File: config.mk
export PLATFORM = sky130hd
export DESIGN_NAME = hqm_aw_fifo_push_db_wctl
export DESIGN_NICKNAME = d
export VERILOG_FILES = /design/src/rtl/hqm_aw_fifo_push_db_wctl.sv
export SDC_FILE = /design/constraint.sdc
export NUM_CORES = 1
export LEC_CHECK = 0
export BUFFER_PORTS_ARGS = -buffer_cell sky130_fd_sc_hd__buf_2
export CAP_MARGIN = 25
export CORE_UTILIZATION = 40
export DETAILED_ROUTE_END_ITERATION = 12
export REMOVE_ABC_BUFFERS = 1
export SLEW_MARGIN = 20
export SYNTH_ARGS = -nofsm -noshare
export SYNTH_HDL_FRONTEND = slang
export SYNTH_SLANG_ARGS = --single-unit
File: constraint.sdc
create_clock -name i_clk -period 4.47 [get_ports i_clk]
set_input_delay 0.447 -clock i_clk [delete_from_list [all_inputs] [get_ports i_clk]]
set_output_delay 0.447 -clock i_clk [all_outputs]
set_load 0.02 [all_outputs]
File: src/rtl/hqm_aw_fifo_push_db_wctl.sv
// rtl/hqm_aw_fifo_push_db_wctl.sv - push-side double-buffered FIFO write controller
//
// Purpose:
//   Accepts a valid/ready stream into a 2-entry input double buffer, drains the
//   buffer head into a FIFO memory write port, and tracks FIFO occupancy from
//   credit pulses returned by the reader.
//
// Ports:
//   i_clk, i_rst          clock, asynchronous active-high reset
//   i_cfg_high_wm         almost-full watermark (compared against depth)
//   i_fifo_enable         gates draining into memory; acceptance unaffected
//   i_clear_push_state    synchronous clear of all state, highest priority
//   i_in_valid/i_in_data  upstream beat
//   o_in_ready            upstream ready, registered
//   i_pop_credit          one-cycle pulse: reader consumed one entry
//   o_mem_we/_waddr/_wdata memory write port
//   o_fifo_depth          FIFO occupancy
//   o_fifo_full/_afull/_empty  status flags from the registered depth
//   o_db_status           {err_underflow, in_ready, db_count[1:0]}

module hqm_aw_fifo_push_db_wctl #(
    parameter int DEPTH      = 8,
    parameter int DWIDTH     = 32,
    // Equivalent to floor(log2(DEPTH-1))+1 for every DEPTH >= 2.
    parameter int AWIDTH     = $clog2(DEPTH),
    parameter int DEPTHWIDTH = ((2 ** AWIDTH) == DEPTH) ? AWIDTH + 1 : AWIDTH
) (
    input  logic                  i_clk,
    input  logic                  i_rst,
    input  logic [DEPTHWIDTH-1:0] i_cfg_high_wm,
    input  logic                  i_fifo_enable,
    input  logic                  i_clear_push_state,
    input  logic                  i_in_valid,
    input  logic [DWIDTH-1:0]     i_in_data,
    output logic                  o_in_ready,
    input  logic                  i_pop_credit,
    output logic                  o_mem_we,
    output logic [AWIDTH-1:0]     o_mem_waddr,
    output logic [DWIDTH-1:0]     o_mem_wdata,
    output logic [DEPTHWIDTH-1:0] o_fifo_depth,
    output logic                  o_fifo_full,
    output logic                  o_fifo_afull,
    output logic                  o_fifo_empty,
    output logic [3:0]            o_db_status
);

    // Double buffer: entry 0 is the head (oldest beat).
    logic [DWIDTH-1:0]     r_db_data [2];
    logic [1:0]            r_db_count;
    logic                  r_in_ready;
    logic [AWIDTH-1:0]     r_wptr;
    logic [DEPTHWIDTH-1:0] r_depth;
    logic                  r_err_underflow;
    // Last driven write address/data, so the port holds while idle.
    logic [AWIDTH-1:0]     r_hold_waddr;
    logic [DWIDTH-1:0]     r_hold_wdata;

    logic                  w_accept;
    logic                  w_drain;
    logic                  w_full;
    logic                  w_empty;
    logic                  w_credit_ok;
    logic                  w_wr_idx;
    logic [1:0]            w_db_count_nxt;
    logic [DEPTHWIDTH-1:0] w_depth_nxt;
    logic [AWIDTH-1:0]     w_wptr_nxt;

    always_comb begin
        w_full      = (r_depth == DEPTHWIDTH'(DEPTH));
        w_empty     = (r_depth == '0);
        w_accept    = i_in_valid & r_in_ready;
        // Full comes from the registered depth, so a credit arriving while
        // full cannot enable a write in the same cycle.
        w_drain     = (r_db_count != 2'd0) & ~w_full & i_fifo_enable & ~i_clear_push_state;
        w_credit_ok = i_pop_credit & ~w_empty;
        w_db_count_nxt = r_db_count + 2'(w_accept) - 2'(w_drain);
        // Tail slot after an optional shift: accept only happens with
        // count <= 1, so the slot is 1 only when one entry stays put.
        w_wr_idx    = r_db_count[0] & ~w_drain;
        w_depth_nxt = r_depth + DEPTHWIDTH'(w_drain) - DEPTHWIDTH'(w_credit_ok);
        // Explicit wrap so non power-of-2 depths work.
        w_wptr_nxt  = (r_wptr == AWIDTH'(DEPTH - 1)) ? '0 : r_wptr + AWIDTH'(1);
    end

    always_ff @(posedge i_clk or posedge i_rst) begin
        if (i_rst) begin
            r_db_count      <= '0;
            r_in_ready      <= 1'b1;
            r_wptr          <= '0;
            r_depth         <= '0;
            r_err_underflow <= 1'b0;
            r_hold_waddr    <= '0;
            r_hold_wdata    <= '0;
        end else if (i_clear_push_state) begin
            r_db_count      <= '0;
            r_in_ready      <= 1'b1;
            r_wptr          <= '0;
            r_depth         <= '0;
            r_err_underflow <= 1'b0;
        end else begin
            r_db_count <= w_db_count_nxt;
            r_in_ready <= (w_db_count_nxt < 2'd2);
            r_depth    <= w_depth_nxt;
            if (w_drain) begin
                r_wptr       <= w_wptr_nxt;
                r_hold_waddr <= r_wptr;
                r_hold_wdata <= r_db_data[0];
            end
            if (i_pop_credit & w_empty) begin
                r_err_underflow <= 1'b1;
            end
        end
    end

    // Buffer payload needs no reset; validity is tracked by r_db_count.
    always_ff @(posedge i_clk) begin
        if (!i_clear_push_state) begin
            if (w_drain) begin
                r_db_data[0] <= r_db_data[1];
            end
            if (w_accept) begin
                r_db_data[w_wr_idx] <= i_in_data;
            end
        end
    end

    // Write data and address come only from flops; only the enable/clear
    // controls gate the strobe combinationally.
    assign o_mem_we     = w_drain;
    assign o_mem_waddr  = w_drain ? r_wptr : r_hold_waddr;
    assign o_mem_wdata  = w_drain ? r_db_data[0] : r_hold_wdata;
    assign o_in_ready   = r_in_ready;
    assign o_fifo_depth = r_depth;
    assign o_fifo_full  = w_full;
    assign o_fifo_afull = (r_depth >= i_cfg_high_wm);
    assign o_fifo_empty = w_empty;
    assign o_db_status  = {r_err_underflow, r_in_ready, r_db_count};

endmodule

### Word-level counts from Yosys, hierarchy flattened

Memories as Yosys holds them, arrays and structs flattened.
Index checks and enable logic that the tools add are counted.

| storage, ports and cells | value |
|---|---|
| register bits after elaboration | 46 |
| bits in writable memories | 64 |
| input port bits | 42 |
| output and inout port bits | 48 |
| memories | 1 |

| cells by class | value |
|---|---|
| add/subtract/negate cells | 5 |
| magnitude comparators | 2 |
| equal/unequal tests | 2 |
| muxes and demuxes | 16 |
| bitwise operators | 11 |
| reduce and logical (&&, ||, !) cells | 4 |

Memories:

| memory | words | bits a word | read ports | clocked after Yosys merged registers in | wr ports | line | text |
|---|---|---|---|---|---|---|---|
| r_db_data | 2 | 32 | 2 | 0 | 2 | 48 | `logic [DWIDTH-1:0] r_db_data [2];` |

Operator list:

| operator | number |
|---|---|
| two-way mux 32 bit | 1 |
| two-way mux 3 bit | 4 |
| two-way mux 1 bit | 9 |
| AND 1 bit | 7 |
| nonzero test 2 bit | 3 |
| adder 4 x 1 -> 4 bit | 1 |
| == test 4 bit, second input constant | 1 |
| >= comparator 4 bit | 1 |
| logical NOT 4 bit | 1 |
| two-way mux 4 bit | 1 |
| inverter 1 bit | 4 |
| subtractor 4 x 1 -> 4 bit | 1 |
| adder 3 x 1 -> 3 bit, second input constant | 1 |
| == test 3 bit, second input constant | 1 |
| adder 2 x 1 -> 2 bit | 1 |
| < comparator 2 bit, second input constant | 1 |
| two-way mux 2 bit | 1 |
| subtractor 2 x 1 -> 2 bit | 1 |

### Logic depth before layout (Yosys ltp)

Gate-level depths: netlist of run 1.

| logic depth | value |
|---|---|
| word-level depth | 8 |
| depth in mapped cells | 11 |
| depth with buffers taken out | 10 |

### Least setup slack after synthesis of run 1

OpenSTA, ideal clock, no wires.

| timing | value |
|---|---|
| path type | reg2reg |
| start point | register r_depth[2] (netlist: o_fifo_depth[2]) |
| end point | memory r_db_data[0][0], enable pin |
| arrival | 2.443 ns |
| setup slack | 1.606 ns |
| cell stages (with the launch flop) | 6 |
| buffers on the path | 0 |
| clock period less this slack | 2.864 ns |
| cells stage by stage | dfrtp_1 inv_1 ha_1 or3b_4 a2bb2oi_1 nor2_1 |

RTL lines:

| element | line | text |
|---|---|---|
| from (decl) | 52 | `logic [DEPTHWIDTH-1:0] r_depth;` |
| from (signal assigned) | 103 | `r_depth <= w_depth_nxt;` |
| to (decl) | 48 |  |

### Final worst setup path of run 1

| timing | value |
|---|---|
| start point | register r_depth[2] (netlist: o_fifo_depth[2]) |
| end point | output port o_mem_wdata[19] |

| on the way | value |
|---|---|
| longest elaborated chain between the ends | 6 |

RTL lines:

| element | line | text |
|---|---|---|
| == test 4 bit | 69 | `w_full = (r_depth == DEPTHWIDTH'(DEPTH));` |
| inverter 1 bit | 74 | `w_drain = (r_db_count != 2'd0) & ~w_full & i_fifo_enable & ~i_clear_push_state;` |
| AND 1 bit (3 in a row) | 74 |  |
| two-way mux 32 bit | n/a |  |
| to (decl) | 39 | `output logic [DWIDTH-1:0] o_mem_wdata,` |

Every way passes these cells.

==> flow_results.xml, run 1 <==
<?xml version="1.0" encoding="UTF-8"?>
<metrics>
  <group name="logic_synthesis">
    <metric name="syn-cell-area" unit="mm2">0.004954</metric>
    <metric name="synth.yosys.seq_area_share" unit="%">62.06</metric>
    <metric name="netlist-cell-type-count" unit="">34</metric>
    <metric name="yosysTopAreaCell" unit="">edfxtp_1</metric>
    <metric name="synth-edff-count" unit="">64</metric>
    <metric name="async_reset_ff_share" unit="%">41.82</metric>
    <metric name="synthDominantCellAreaShare" unit="%">38.80</metric>
    <metric name="synthesized_instance_count" unit="">297</metric>
    <metric name="syn_area_per_cell" unit="um2">16.68</metric>
    <metric name="yosys_warnings" unit="">0</metric>
    <metric name="ys_top_cells_by_area" unit="">edfxtp_1 39%, dfrtp_1 23%, mux2_2 16%, mux2_4 5.8%, ha_1 3.5%</metric>
    <metric name="postSynthRegisterBits" unit="">110</metric>
    <metric name="flip_flop_cell_with_the_highest_count_after_synthesis" unit="">edfxtp_1</metric>
  </group>
  <group name="pwr">
    <metric name="pwr-share-comb" unit="%">37.8</metric>
    <metric name="power_frac_seq" unit="%">40.3</metric>
    <metric name="irDropWorstVdd" unit="V">0.0002886</metric>
    <metric name="power_leakage" unit="nW">2.430</metric>
    <metric name="power.density_cell_area" unit="mW/mm2">642.7</metric>
    <metric name="switching_share" unit="%">32.59</metric>
    <metric name="power_switching" unit="W">0.001231</metric>
    <metric name="internal_power" unit="W">0.002546</metric>
    <metric name="clock_power_share" unit="%">21.9</metric>
    <metric name="total_power" unit="W">0.003777</metric>
  </group>
  <group name="global_route">
    <metric name="antenna_found_initial" unit="">0</metric>
    <metric name="grt_pass1_wl" unit="mm">14.22</metric>
    <metric name="track_usage" unit="%">14.78</metric>
    <metric name="grt_start_max_net_pins" unit="">47</metric>
    <metric name="grt_overflow" unit="">0</metric>
    <metric name="number_of_global_route_vias_before_repair" unit="">2723</metric>
  </group>
  <group name="detailed_routing">
    <metric name="ant_nets" unit="">0</metric>
    <metric name="routedWlPerCell" unit="um">15.57</metric>
    <metric name="drt-total-wl" unit="mm">8.753</metric>
    <metric name="number_of_search_and_repair_iterations_in_the_first_detailed_routing_pass" unit="">4</metric>
    <metric name="drcViolationCount" unit="">0</metric>
    <metric name="drt_iter0_markers" unit="">84</metric>
    <metric name="avgViaCountPerCell" unit="">4.747</metric>
    <metric name="routed-via-count" unit="">2668</metric>
  </group>
  <group name="clocking">
    <metric name="cts_tree" unit="">done</metric>
    <metric name="postCtsSetupRepairBufs" unit="">0</metric>
    <metric name="cts_buffers" unit="">9</metric>
    <metric name="cts-root-to-sink-buffers" unit="">2</metric>
    <metric name="resize_count_post_cts" unit="">0</metric>
    <metric name="cts_hold_repair.buffers" unit="">0</metric>
    <metric name="clock_latency" unit="ns">0.34</metric>
    <metric name="clk_transition_reported_paths" unit="ns">0.07</metric>
    <metric name="cts-root-buf" unit="">clkbuf_16</metric>
    <metric name="cts.htree.levels" unit="">3</metric>
    <metric name="cts_num_sinks" unit="">110</metric>
  </group>
  <group name="die">
    <metric name="die_area" unit="mm2">0.01283</metric>
    <metric name="core_area" unit="mm2">0.01206</metric>
    <metric name="io_pins" unit="">90</metric>
    <metric name="floorplan.rows" unit="">40</metric>
    <metric name="start_util" unit="%">41.07</metric>
    <metric name="die_span_in_x" unit="um">113.3</metric>
    <metric name="die_h" unit="um">113.3</metric>
  </group>
  <group name="placed_design">
    <metric name="dp_worst_setup_slack" unit="ns">1.766</metric>
    <metric name="place.detailed.hpwl" unit="mm">5.551</metric>
    <metric name="place_congestion" unit="">0.7476</metric>
    <metric name="dp_cells" unit="">545</metric>
    <metric name="io_buffer_count" unit="">89</metric>
  </group>
  <group name="timing">
    <metric name="slew_viol_final" unit="">0</metric>
    <metric name="shortest_period_the_worst_path_allows" unit="ns">3.049</metric>
    <metric name="layout_worst_path_cycle_share" unit="%">68.21</metric>
    <metric name="fmax" unit="MHz">328.0</metric>
    <metric name="setup_viol_count_final" unit="">0</metric>
    <metric name="rsz0062_at_grt" unit="">no</metric>
    <metric name="worst-slew-pin-transition" unit="ns">0.6360</metric>
    <metric name="final_setup_slack_of_the_worst_path" unit="ns">1.421</metric>
    <metric name="finalSetupTns" unit="ns">0</metric>
    <metric name="timing_hold_violations_final" unit="">0</metric>
    <metric name="timing.clock.skew" unit="ns">0.006496</metric>
    <metric name="max_slew_headroom" unit="%">57.60</metric>
  </group>
  <group name="setup_path">
    <metric name="crit_arrival" unit="ns">2.60</metric>
    <metric name="critPathRequiredTime" unit="ns">4.02</metric>
    <metric name="worstSetupStartpointType" unit="">flop</metric>
    <metric name="crit_slowest_cell" unit="">buf_4</metric>
    <metric name="timing.setup.critical_path_class" unit="">flop to primary output</metric>
    <metric name="worstPathBufferInverterCount" unit="">4</metric>
    <metric name="critPathMaxStageDelay" unit="ns">0.52</metric>
    <metric name="worst_path_top_cell_family_by_delay" unit="">buffers and inverters</metric>
    <metric name="cell_by_cell_trace_of_the_critical_path" unit="">inv_1, ha_1, or3b_4, inv_4, nor3_4, buf_4, mux2_2, buf_2</metric>
    <metric name="critical_path.endpoint_type" unit="">primary output</metric>
    <metric name="worst-path-max-fanout" unit="">44</metric>
  </group>
  <group name="layout">
    <metric name="layout.core_utilization" unit="%">48.72</metric>
    <metric name="mostFrequentLayoutCell" unit="">buf_2</metric>
    <metric name="regArea" unit="mm2">0.003074</metric>
    <metric name="final_nets" unit="">446</metric>
    <metric name="area_growth_syn_to_layout" unit="%">18.64</metric>
    <metric name="layout.cells.non_filler" unit="">562</metric>
    <metric name="num-fill-cells" unit="">1088</metric>
    <metric name="fraction_of_final_layout_cells_with_drive_strength_greater_than_1" unit="%">52.42</metric>
    <metric name="layout_common_cells" unit="">89 x buf_2, 70 x mux2_2, 64 x edfxtp_1</metric>
    <metric name="multi_input_comb_area" unit="mm2">0.001719</metric>
  </group>
  <group name="job">
    <metric name="maxCapViolCount" unit="">0</metric>
  </group>
  <group name="min_path">
    <metric name="min-delay-path-class" unit="">primary input to asynchronous set/reset pin</metric>
  </group>
  <group name="status">
    <metric name="run_status" unit="">complete, no violations</metric>
  </group>
</metrics>
## area by class of cell
cell class / count / share of cell area (%)
diodes: 1 / 0.04258
clock buffers: 11 / 3.960
clock inverters: 4 / 1.235
inverters: 12 / 0.8516
multi-input cells: 162 / 29.25
flip-flops and latches: 110 / 52.31
well taps: 168 / 3.577
repair buffers: 94 / 8.772
## routing by layer
layer  share of wire (%)  up-vias  global-route usage (%)
met1                  48     1313                   20.05
met2                  46       67                   22.74
met4                 1.4        0                   5.789
met5                   0        -                       0
li1                    -     1280                       -
met3                 5.1        8                   3.856
## flip-flops by register name, indices dropped and copies added, names as in the netlist
signal	count
r_err_underflow	1
r_wptr	3
o_fifo_depth	4
r_hold_wdata	32
o_in_ready	1
r_hold_waddr	3
r_db_data	64
r_db_count	2
## logic make-up (layout without fill, tap and decap cells)
logic type | after synthesis | in the layout | synth area share, %
DFF | 110 | 110 | 62.06
muxes | 102 | 102 | 24.63
and+or+nand+nor | 25 | 25 | 3.435
buffers and inverters | 25 | 121 | 3.385
AOI/OAI and AO/OA | 17 | 17 | 2.021
adders and majority gates | 15 | 15 | 3.940
xor gates and xnor gates | 3 | 3 | 0.5305
other | 0 | 1 | 0
## per-stage QoR
| step | hold WS, ns | instance area (um2) |
|---|---|---|
| floorplan | 0.4583 | 4833 |
| global placement | 0.4672 | 5519 |
| detailed placement | 0.4785 | 5549 |
| CTS | 0.2330 | 5854 |
| global route | 0.2678 | 5874 |
| finish | 0.2057 | 5877 |
## power groups by stage
stage                     sequential (W)  combinational (W)  clock (W)
after CTS                        0.00153            0.00145   0.000852
after floorplan                  0.00154            0.00102          0
after detailed placement         0.00154            0.00144          0
after global routing             0.00156            0.00155   0.000892
after global placement           0.00153            0.00140          0
final                            0.00152            0.00143   0.000826
## path summary, 6_finish.rpt
check | cells past startpoint | endpoint | slack, ns | start
max | 8 | o_mem_wdata[19] | 1.42 | o_fifo_depth[2]
min | 2 | r_hold_wdata[30] | 0.21 | i_rst
max reg2reg | 11 | o_in_ready | 1.92 | o_fifo_depth[2]
min reg2reg | 1 | r_hold_wdata[11] | 0.49 | r_hold_wdata[11]
max in group asynchronous | 2 | r_hold_wdata[21] | 3.84 | i_rst
min in group i_clk | 1 | r_db_data[1][28] | 0.29 | i_in_data[28]
## cell usage after synthesis, drive strengths merged (2+ instances only)
library cell,n
mux2,102
edfxtp,64
dfrtp,45
ha,14
buf,12
inv,12
a21oi,8
nor2,5
nor2b,5
o21ai,5
nand3,3
nand2,2
nand2b,2
nor3,2
xnor2,2
Power figures use the tool's default switching activity.
==> run 2, diff against run 1 <==
==> constraint.sdc (replaced) <==
create_clock -name i_clk -period 3 [get_ports i_clk]
set_input_delay 0.3 -clock i_clk [delete_from_list [all_inputs] [get_ports i_clk]]
set_output_delay 0.3 -clock i_clk [all_outputs]
set_load 0.02 [all_outputs]
==> run 2 against run 1 <==
Via count increased by 1.7%; register-to-register slack got worse by 1.3 ns; global-route usage increased by 0.14 points; critical path type unchanged.
==> flow_results.xml, run 2 (synthesis results as in run 1) <==
<?xml version="1.0" encoding="UTF-8"?>
<metrics>
  <group name="setup_path">
    <metric name="worst_path_top_cell_family_by_delay" unit="">buffers and inverters</metric>
    <metric name="worst-path-max-fanout" unit="">29</metric>
    <metric name="r2r_cells" unit="">11</metric>
    <metric name="worstPathBufferInverterCount" unit="">5</metric>
    <metric name="cell_by_cell_trace_of_the_critical_path" unit="">inv_1, ha_1, or3b_4, inv_4, nor3_4, buf_4, buf_12, mux2_2, buf_2</metric>
    <metric name="crit_start" unit="">o_fifo_depth[2]</metric>
    <metric name="r2r-end" unit="">o_in_ready</metric>
    <metric name="timing.reg2reg.setup_slack" unit="ns">0.58</metric>
    <metric name="crit_slowest_cell" unit="">dfrtp_1</metric>
    <metric name="critPathRequiredTime" unit="ns">2.70</metric>
    <metric name="critPathMaxStageDelay" unit="ns">0.37</metric>
    <metric name="critical_path.endpoint_type" unit="">primary output</metric>
    <metric name="crit_arrival" unit="ns">2.47</metric>
    <metric name="reg2reg_from" unit="">o_fifo_depth[2]</metric>
    <metric name="worstSetupStartpointType" unit="">flop</metric>
    <metric name="timing.setup.critical_path_class" unit="">flop to primary output</metric>
  </group>
  <group name="pwr">
    <metric name="power_switching" unit="W">0.001896</metric>
    <metric name="power_frac_seq" unit="%">40.7</metric>
    <metric name="pwr-share-comb" unit="%">38.6</metric>
    <metric name="total_power" unit="W">0.005553</metric>
    <metric name="irDropWorstVdd" unit="V">0.0003929</metric>
    <metric name="switching_share" unit="%">34.15</metric>
    <metric name="internal_power" unit="W">0.003657</metric>
    <metric name="clock_power_share" unit="%">20.7</metric>
    <metric name="power_leakage" unit="nW">2.446</metric>
    <metric name="power.density_cell_area" unit="mW/mm2">940.1</metric>
  </group>
  <group name="layout">
    <metric name="area_growth_syn_to_layout" unit="%">19.25</metric>
    <metric name="largest_reg_flops" unit="">64</metric>
    <metric name="max_flop_register" unit="">r_db_data</metric>
    <metric name="fraction_of_final_layout_cells_with_drive_strength_greater_than_1" unit="%">53.52</metric>
    <metric name="layout_common_cells" unit="">89 x buf_2, 70 x mux2_2, 64 x edfxtp_1</metric>
    <metric name="layout.core_utilization" unit="%">48.97</metric>
    <metric name="mostFrequentLayoutCell" unit="">buf_2</metric>
    <metric name="final_nets" unit="">450</metric>
  </group>
  <group name="global_route">
    <metric name="track_usage" unit="%">14.92</metric>
    <metric name="grt_overflow" unit="">0</metric>
    <metric name="antenna_found_initial" unit="">0</metric>
    <metric name="grt_pass1_wl" unit="mm">14.57</metric>
    <metric name="number_of_global_route_vias_before_repair" unit="">2888</metric>
    <metric name="grt_start_max_net_pins" unit="">33</metric>
  </group>
  <group name="job">
    <metric name="maxCapViolCount" unit="">0</metric>
  </group>
  <group name="die">
    <metric name="start_util" unit="%">41.07</metric>
    <metric name="floorplan.rows" unit="">40</metric>
    <metric name="die_h" unit="um">113.3</metric>
    <metric name="core_area" unit="mm2">0.01206</metric>
    <metric name="die_span_in_x" unit="um">113.3</metric>
    <metric name="die_area" unit="mm2">0.01283</metric>
    <metric name="io_pins" unit="">90</metric>
  </group>
  <group name="timing">
    <metric name="worst-slew-pin-transition" unit="ns">0.5736</metric>
    <metric name="slew_viol_final" unit="">0</metric>
    <metric name="max_slew_headroom" unit="%">61.76</metric>
    <metric name="layout_worst_path_cycle_share" unit="%">92.25</metric>
    <metric name="timing_hold_violations_final" unit="">0</metric>
    <metric name="final_setup_slack_of_the_worst_path" unit="ns">0.2326</metric>
    <metric name="setup_viol_count_final" unit="">0</metric>
    <metric name="rsz0062_at_grt" unit="">no</metric>
    <metric name="shortest_period_the_worst_path_allows" unit="ns">2.767</metric>
    <metric name="fmax" unit="MHz">361.3</metric>
    <metric name="timing.clock.skew" unit="ns">0.007816</metric>
  </group>
  <group name="clocking">
    <metric name="cts-root-to-sink-buffers" unit="">2</metric>
    <metric name="cts_num_sinks" unit="">110</metric>
    <metric name="clock_latency" unit="ns">0.34</metric>
    <metric name="resize_count_post_cts" unit="">0</metric>
    <metric name="cts_tree" unit="">done</metric>
    <metric name="cts-root-buf" unit="">clkbuf_16</metric>
    <metric name="clk_transition_reported_paths" unit="ns">0.08</metric>
    <metric name="cts_buffers" unit="">9</metric>
    <metric name="cts.htree.levels" unit="">3</metric>
  </group>
  <group name="detailed_routing">
    <metric name="number_of_search_and_repair_iterations_in_the_first_detailed_routing_pass" unit="">4</metric>
    <metric name="drcViolationCount" unit="">0</metric>
    <metric name="routed-via-count" unit="">2714</metric>
    <metric name="avgViaCountPerCell" unit="">4.787</metric>
    <metric name="ant_nets" unit="">0</metric>
    <metric name="routedWlPerCell" unit="um">15.58</metric>
    <metric name="drt_iter0_markers" unit="">70</metric>
    <metric name="drt-total-wl" unit="mm">8.836</metric>
  </group>
  <group name="placed_design">
    <metric name="place.detailed.hpwl" unit="mm">5.844</metric>
    <metric name="io_buffer_count" unit="">89</metric>
    <metric name="dp_worst_setup_slack" unit="ns">0.5789</metric>
    <metric name="place_congestion" unit="">0.7325</metric>
  </group>
  <group name="min_path">
    <metric name="hold_depth" unit="">1</metric>
    <metric name="holdCritStartpoint" unit="">i_in_data[17]</metric>
    <metric name="min-delay-path-class" unit="">primary input to flop</metric>
    <metric name="min_delay_worst_endpoint" unit="">r_db_data[1][17]</metric>
  </group>
  <group name="status">
    <metric name="run_status" unit="">complete, no violations</metric>
  </group>
</metrics>
==> run 2: cell count changes in the layout (fill, tap and decap cells not counted), sizes merged <==
cell / previous run / this run
clkbuf: 11 / 9
dlygate4sd3: 0 / 1
buf: 94 / 97
inv: 12 / 17
clkinv: 2 / 1
bufinv: 2 / 0
clkinvlp: 0 / 1
==> run 2: timing repair <==
action,4_1_cts,5_1_grt
buffers inserted,0,0
hold buffers,1,0
endpoints found under the hold margin,15,0
==> run 2: how the worst max path moves through the flow <==
stage | end | slack (ns) | cells after the start
3_5_place_dp | o_in_ready | 0.58 | 11
3_3_place_gp | o_in_ready | 0.62 | 11
2_1_floorplan | o_in_ready | -1.32 | 10
4_1_cts | o_mem_wdata[18] | 0.19 | 9
6_report | o_mem_wdata[18] | 0.23 | 9
5_1_grt | o_mem_wdata[18] | 0.07 | 9
==> run 2: metal layers <==
| layer | vias up | share of wire (%) | global-route usage [%] |
|---|---|---|---|
| li1 | 1289 | - | - |
| met1 | 1351 | 48 | 19.49 |
| met2 | 66 | 46 | 23.64 |
| met3 | 8 | 5.3 | 3.803 |
| met4 | 0 | 1.3 | 6.316 |
| met5 | - | 0 | 0 |
==> run 2: layout make-up <==
type / instances / area [um2]
diodes: 1 / 2.502
clock buffers: 9 / 225.2
clock inverters: 7 / 62.56
fillers: 1069 / 6155
inverters: 12 / 47.55
multi-input cells: 162 / 1719
flip-flops and latches: 110 / 3074
well taps: 168 / 210.2
repair buffers: 98 / 565.5
==> run 2: stage by stage <==
stage          area [um2]  instances  TNS (ns)  hold slack, ns
6_report             5907        567         0          0.1407
3_3_place_gp         5587        548         0          0.4683
3_5_place_dp         5607        549         0          0.3244
2_1_floorplan        4833        284    -70.83          0.3631
4_1_cts              5904        566         0          0.1241
5_1_grt              5904        566         0          0.1229
==> run 2: power groups by stage <==
stage	registers (W)	clock network [W]	logic, W
CTS	0.00226	0.00119	0.00218
global route	0.00232	0.00124	0.00234
global placement	0.00227	0	0.00215
floorplan	0.00230	0	0.00152
detailed placement	0.00230	0	0.00217
finish	0.00226	0.00115	0.00214
==> run 3, diff against run 2 <==
--- a/config.mk
+++ b/config.mk
@@ -5,12 +5,12 @@
 export SDC_FILE = /design/constraint.sdc
 export NUM_CORES = 1
 export LEC_CHECK = 0
+export ABC_AREA = 1
 export BUFFER_PORTS_ARGS = -buffer_cell sky130_fd_sc_hd__buf_2
 export CAP_MARGIN = 25
 export CORE_UTILIZATION = 40
 export DETAILED_ROUTE_END_ITERATION = 12
 export REMOVE_ABC_BUFFERS = 1
-export SLEW_MARGIN = 20
 export SYNTH_ARGS = -nofsm -noshare
 export SYNTH_HDL_FRONTEND = slang
 export SYNTH_SLANG_ARGS = --single-unit
==> run 3 against run 2 <==
Critical path depth did not move; non-clock buffer count fell by 1; highest routed layer unchanged; utilization fell by 0.079 points; die area fell by 5.7%; flip-flop and latch count did not move; combinational power fell by 14%; area after synthesis fell by 5.8%; cell count rose by 21%; critical path type unchanged; fmax rose by 2.6%; sequential power fell by 4%; global-route usage rose by 1.2 points.
==> flow_results.xml, run 3 <==
<?xml version="1.0" encoding="UTF-8"?>
<metrics>
  <group name="job">
    <metric name="maxCapViolCount" unit="">0</metric>
  </group>
  <group name="die">
    <metric name="floorplan.rows" unit="">39</metric>
    <metric name="die_area" unit="mm2">0.01210</metric>
    <metric name="io_pins" unit="">90</metric>
    <metric name="die_h" unit="um">110.0</metric>
    <metric name="die_span_in_x" unit="um">110.0</metric>
    <metric name="start_util" unit="%">41.05</metric>
    <metric name="core_area" unit="mm2">0.01137</metric>
  </group>
  <group name="layout">
    <metric name="largest_reg_flops" unit="">64</metric>
    <metric name="fraction_of_final_layout_cells_with_drive_strength_greater_than_1" unit="%">22.47</metric>
    <metric name="num-fill-cells" unit="">1073</metric>
    <metric name="final_nets" unit="">595</metric>
    <metric name="num_antenna_cells" unit="">0</metric>
    <metric name="mostFrequentLayoutCell" unit="">nand2_1</metric>
    <metric name="final_area" unit="mm2">0.005559</metric>
    <metric name="layout_common_cells" unit="">209 x nand2_1, 89 x buf_2, 64 x edfxtp_1</metric>
    <metric name="area_growth_syn_to_layout" unit="%">19.12</metric>
    <metric name="max_flop_register" unit="">r_db_data</metric>
    <metric name="layout.core_utilization" unit="%">48.89</metric>
  </group>
  <group name="placed_design">
    <metric name="place.detailed.hpwl" unit="mm">6.193</metric>
    <metric name="place_congestion" unit="">0.7356</metric>
    <metric name="io_buffer_count" unit="">89</metric>
    <metric name="postPlaceCellArea" unit="mm2">0.005230</metric>
  </group>
  <group name="setup_path">
    <metric name="worst_setup_path_endpoint" unit="">o_mem_wdata[31]</metric>
    <metric name="critical_path.endpoint_type" unit="">primary output</metric>
    <metric name="crit_slowest_cell" unit="">dfrtp_1</metric>
    <metric name="crit_arrival" unit="ns">2.40</metric>
    <metric name="timing.setup.critical_path_class" unit="">flop to primary output</metric>
    <metric name="worstSetupStartpointType" unit="">flop</metric>
    <metric name="worstPathBufferInverterCount" unit="">4</metric>
    <metric name="cp_num_cells" unit="">9</metric>
    <metric name="r2r-end" unit="">o_fifo_depth[2]</metric>
    <metric name="worst-path-max-fanout" unit="">25</metric>
    <metric name="timing.reg2reg.setup_slack" unit="ns">0.51</metric>
    <metric name="reg2reg_from" unit="">o_fifo_depth[2]</metric>
    <metric name="crit_start" unit="">o_fifo_depth[2]</metric>
    <metric name="critPathRequiredTime" unit="ns">2.70</metric>
    <metric name="cpMostUsedCell" unit="">nand2_1</metric>
    <metric name="worst_path_top_cell_family_by_delay" unit="">buffers and inverters</metric>
    <metric name="critPathMaxStageDelay" unit="ns">0.37</metric>
    <metric name="r2r_cells" unit="">9</metric>
    <metric name="cell_by_cell_trace_of_the_critical_path" unit="">inv_1, ha_1, nand2_1, nand3_4, clkinv_2, buf_4, nand2_1, nand2_1, buf_2</metric>
  </group>
  <group name="global_route">
    <metric name="antenna_found_initial" unit="">0</metric>
    <metric name="grt_pass1_wl" unit="mm">14.49</metric>
    <metric name="number_of_global_route_vias_before_repair" unit="">2961</metric>
    <metric name="track_usage" unit="%">16.14</metric>
    <metric name="grt_overflow" unit="">0</metric>
    <metric name="grt_start_max_net_pins" unit="">47</metric>
  </group>
  <group name="detailed_routing">
    <metric name="avgViaCountPerCell" unit="">4.585</metric>
    <metric name="routed-via-count" unit="">3145</metric>
    <metric name="ant_nets" unit="">0</metric>
    <metric name="drt-total-wl" unit="mm">9.045</metric>
    <metric name="drcViolationCount" unit="">0</metric>
    <metric name="number_of_search_and_repair_iterations_in_the_first_detailed_routing_pass" unit="">4</metric>
    <metric name="drt_iter0_markers" unit="">161</metric>
    <metric name="routedWlPerCell" unit="um">13.19</metric>
  </group>
  <group name="timing">
    <metric name="shortest_period_the_worst_path_allows" unit="ns">2.697</metric>
    <metric name="timing_hold_violations_final" unit="">0</metric>
    <metric name="slew_viol_final" unit="">0</metric>
    <metric name="finalSetupTns" unit="ns">0</metric>
    <metric name="layout_worst_path_cycle_share" unit="%">89.90</metric>
    <metric name="max_slew_headroom" unit="%">71.88</metric>
    <metric name="worst-slew-pin-transition" unit="ns">0.4217</metric>
    <metric name="fmax" unit="MHz">370.8</metric>
    <metric name="rsz0062_at_grt" unit="">no</metric>
    <metric name="timing.clock.skew" unit="ns">0.006509</metric>
    <metric name="setup_viol_count_final" unit="">0</metric>
  </group>
  <group name="clocking">
    <metric name="cts_tree" unit="">done</metric>
    <metric name="cts_buffers" unit="">9</metric>
    <metric name="postCtsSetupRepairBufs" unit="">0</metric>
    <metric name="cts-root-buf" unit="">clkbuf_16</metric>
    <metric name="cts.htree.levels" unit="">3</metric>
    <metric name="clk_transition_reported_paths" unit="ns">0.07</metric>
    <metric name="cts-root-to-sink-buffers" unit="">2</metric>
    <metric name="clock_latency" unit="ns">0.34</metric>
    <metric name="cts_num_sinks" unit="">110</metric>
  </group>
  <group name="logic_synthesis">
    <metric name="syn_area_per_cell" unit="um2">10.39</metric>
    <metric name="yosys-top-cells-count" unit="">210 x nand2_1, 64 x edfxtp_1, 45 x dfrtp_1</metric>
    <metric name="postSynthRegisterBits" unit="">110</metric>
    <metric name="netlist-cell-type-count" unit="">27</metric>
    <metric name="most_frequent_cell_after_synthesis" unit="">nand2_1</metric>
    <metric name="yosysTopAreaCell" unit="">edfxtp_1</metric>
    <metric name="yosys_warnings" unit="">0</metric>
    <metric name="synth.yosys.seq_area_share" unit="%">65.87</metric>
    <metric name="synthDominantCellAreaShare" unit="%">41.18</metric>
    <metric name="async_reset_ff_share" unit="%">41.82</metric>
    <metric name="flip_flop_cell_with_the_highest_count_after_synthesis" unit="">edfxtp_1</metric>
    <metric name="ys_top_cells_by_area" unit="">edfxtp_1 41%, dfrtp_1 24%, nand2_1 17%, ha_1 3.8%, nand3_1 3.8%</metric>
    <metric name="synth-edff-count" unit="">64</metric>
    <metric name="synthesized_instance_count" unit="">449</metric>
    <metric name="syn-cell-area" unit="mm2">0.004667</metric>
  </group>
  <group name="pwr">
    <metric name="power_leakage" unit="nW">2.826</metric>
    <metric name="power.density_cell_area" unit="mW/mm2">939.2</metric>
    <metric name="irDropWorstVdd" unit="V">0.0004319</metric>
  </group>
  <group name="min_path">
    <metric name="min-delay-path-class" unit="">primary input to flop</metric>
  </group>
  <group name="status">
    <metric name="run_status" unit="">complete, no violations</metric>
  </group>
</metrics>
run 3: changes by cell type after synthesis, moves of 3 or more:
cell | previous run | this run
buf_4 | 5 | 8
mux2_2 | 70 | 0
a21oi_1 | 8 | 3
nor2_1 | 5 | 12
nor2b_1 | 5 | 0
nand3_1 | 3 | 35
nand2_1 | 2 | 210
mux2_1 | 13 | 0
buf_6 | 7 | 3
mux2_4 | 19 | 0
buf_2 | 0 | 6
inv_1 | 11 | 23
o21ai_0 | 4 | 7
run 3: kinds of logic after synthesis:
logic type | count (synthesis) | share of synthesized area [%]
AO/OA/AOI/OAI | 11 | 1.233
adder cells (fa/ha/maj) | 15 | 4.182
buffers and inverters | 44 | 4.826
AND/OR/NAND/NOR | 267 | 23.51
XOR/XNOR | 2 | 0.3754
flip-flops | 110 | 65.87
run 3: layout make-up:
type                    count  area (um2)  area share [%]
well taps                 143       178.9           3.219
repair buffers             97       533.0           9.588
multi-input cells         295        1380           24.83
inverters                  25       95.09           1.711
clock inverters             6       68.82           1.238
flip-flops and latches    110        3074           55.30
clock buffers              10       229.0           4.119
run 3: how the worst min path moves through the flow:
stage                            start          endpoint  slack (ns)  cells after the start
floorplan           i_clear_push_state   r_err_underflow        0.36                      1
global placement      r_db_data[0][12]  r_hold_wdata[12]        0.44                      2
detailed placement     r_db_data[0][0]   r_hold_wdata[0]        0.45                      2
CTS                      i_in_data[26]  r_db_data[1][26]        0.13                      1
global route             i_in_data[29]  r_db_data[1][29]        0.13                      1
finish                    i_in_data[1]   r_db_data[1][1]        0.15                      1
run 3: metrics by stage:
stage               instances  power [W]  worst slack [ns]  hold WS (ns)
finish                    686   0.005221            0.3031        0.1485
global route              686   0.005596           0.06084        0.1306
CTS                       684   0.005296            0.1731        0.1339
detailed placement        668   0.004101            0.5501        0.4497
global placement          668   0.004049            0.6036        0.4426
floorplan                 430   0.003449            -1.097        0.3631
run 3: power by group:
group	switching [W]	internal, W	leakage [nW]
Combinational	0.00125	0.000603	1.50
Clock	0.000531	0.000654	0.145
Sequential	0.000133	0.00205	1.18
run 3: timing repair:
item	CTS	global route
hold buffers	0	1
gates resized for setup	0	1
endpoints found under the hold margin	0	16
setup endpoints to repair	0	7
run 3: metal layers:
| layer | part of all wire [%] | GRT usage, % | vias to the layer above |
|---|---|---|---|
| met5 | 0 | 0 | - |
| met4 | 0.51 | 5.429 | 0 |
| met3 | 5.8 | 3.645 | 2 |
| met2 | 50 | 27.50 | 73 |
| met1 | 44 | 20.29 | 1436 |
| li1 | - | - | 1634 |
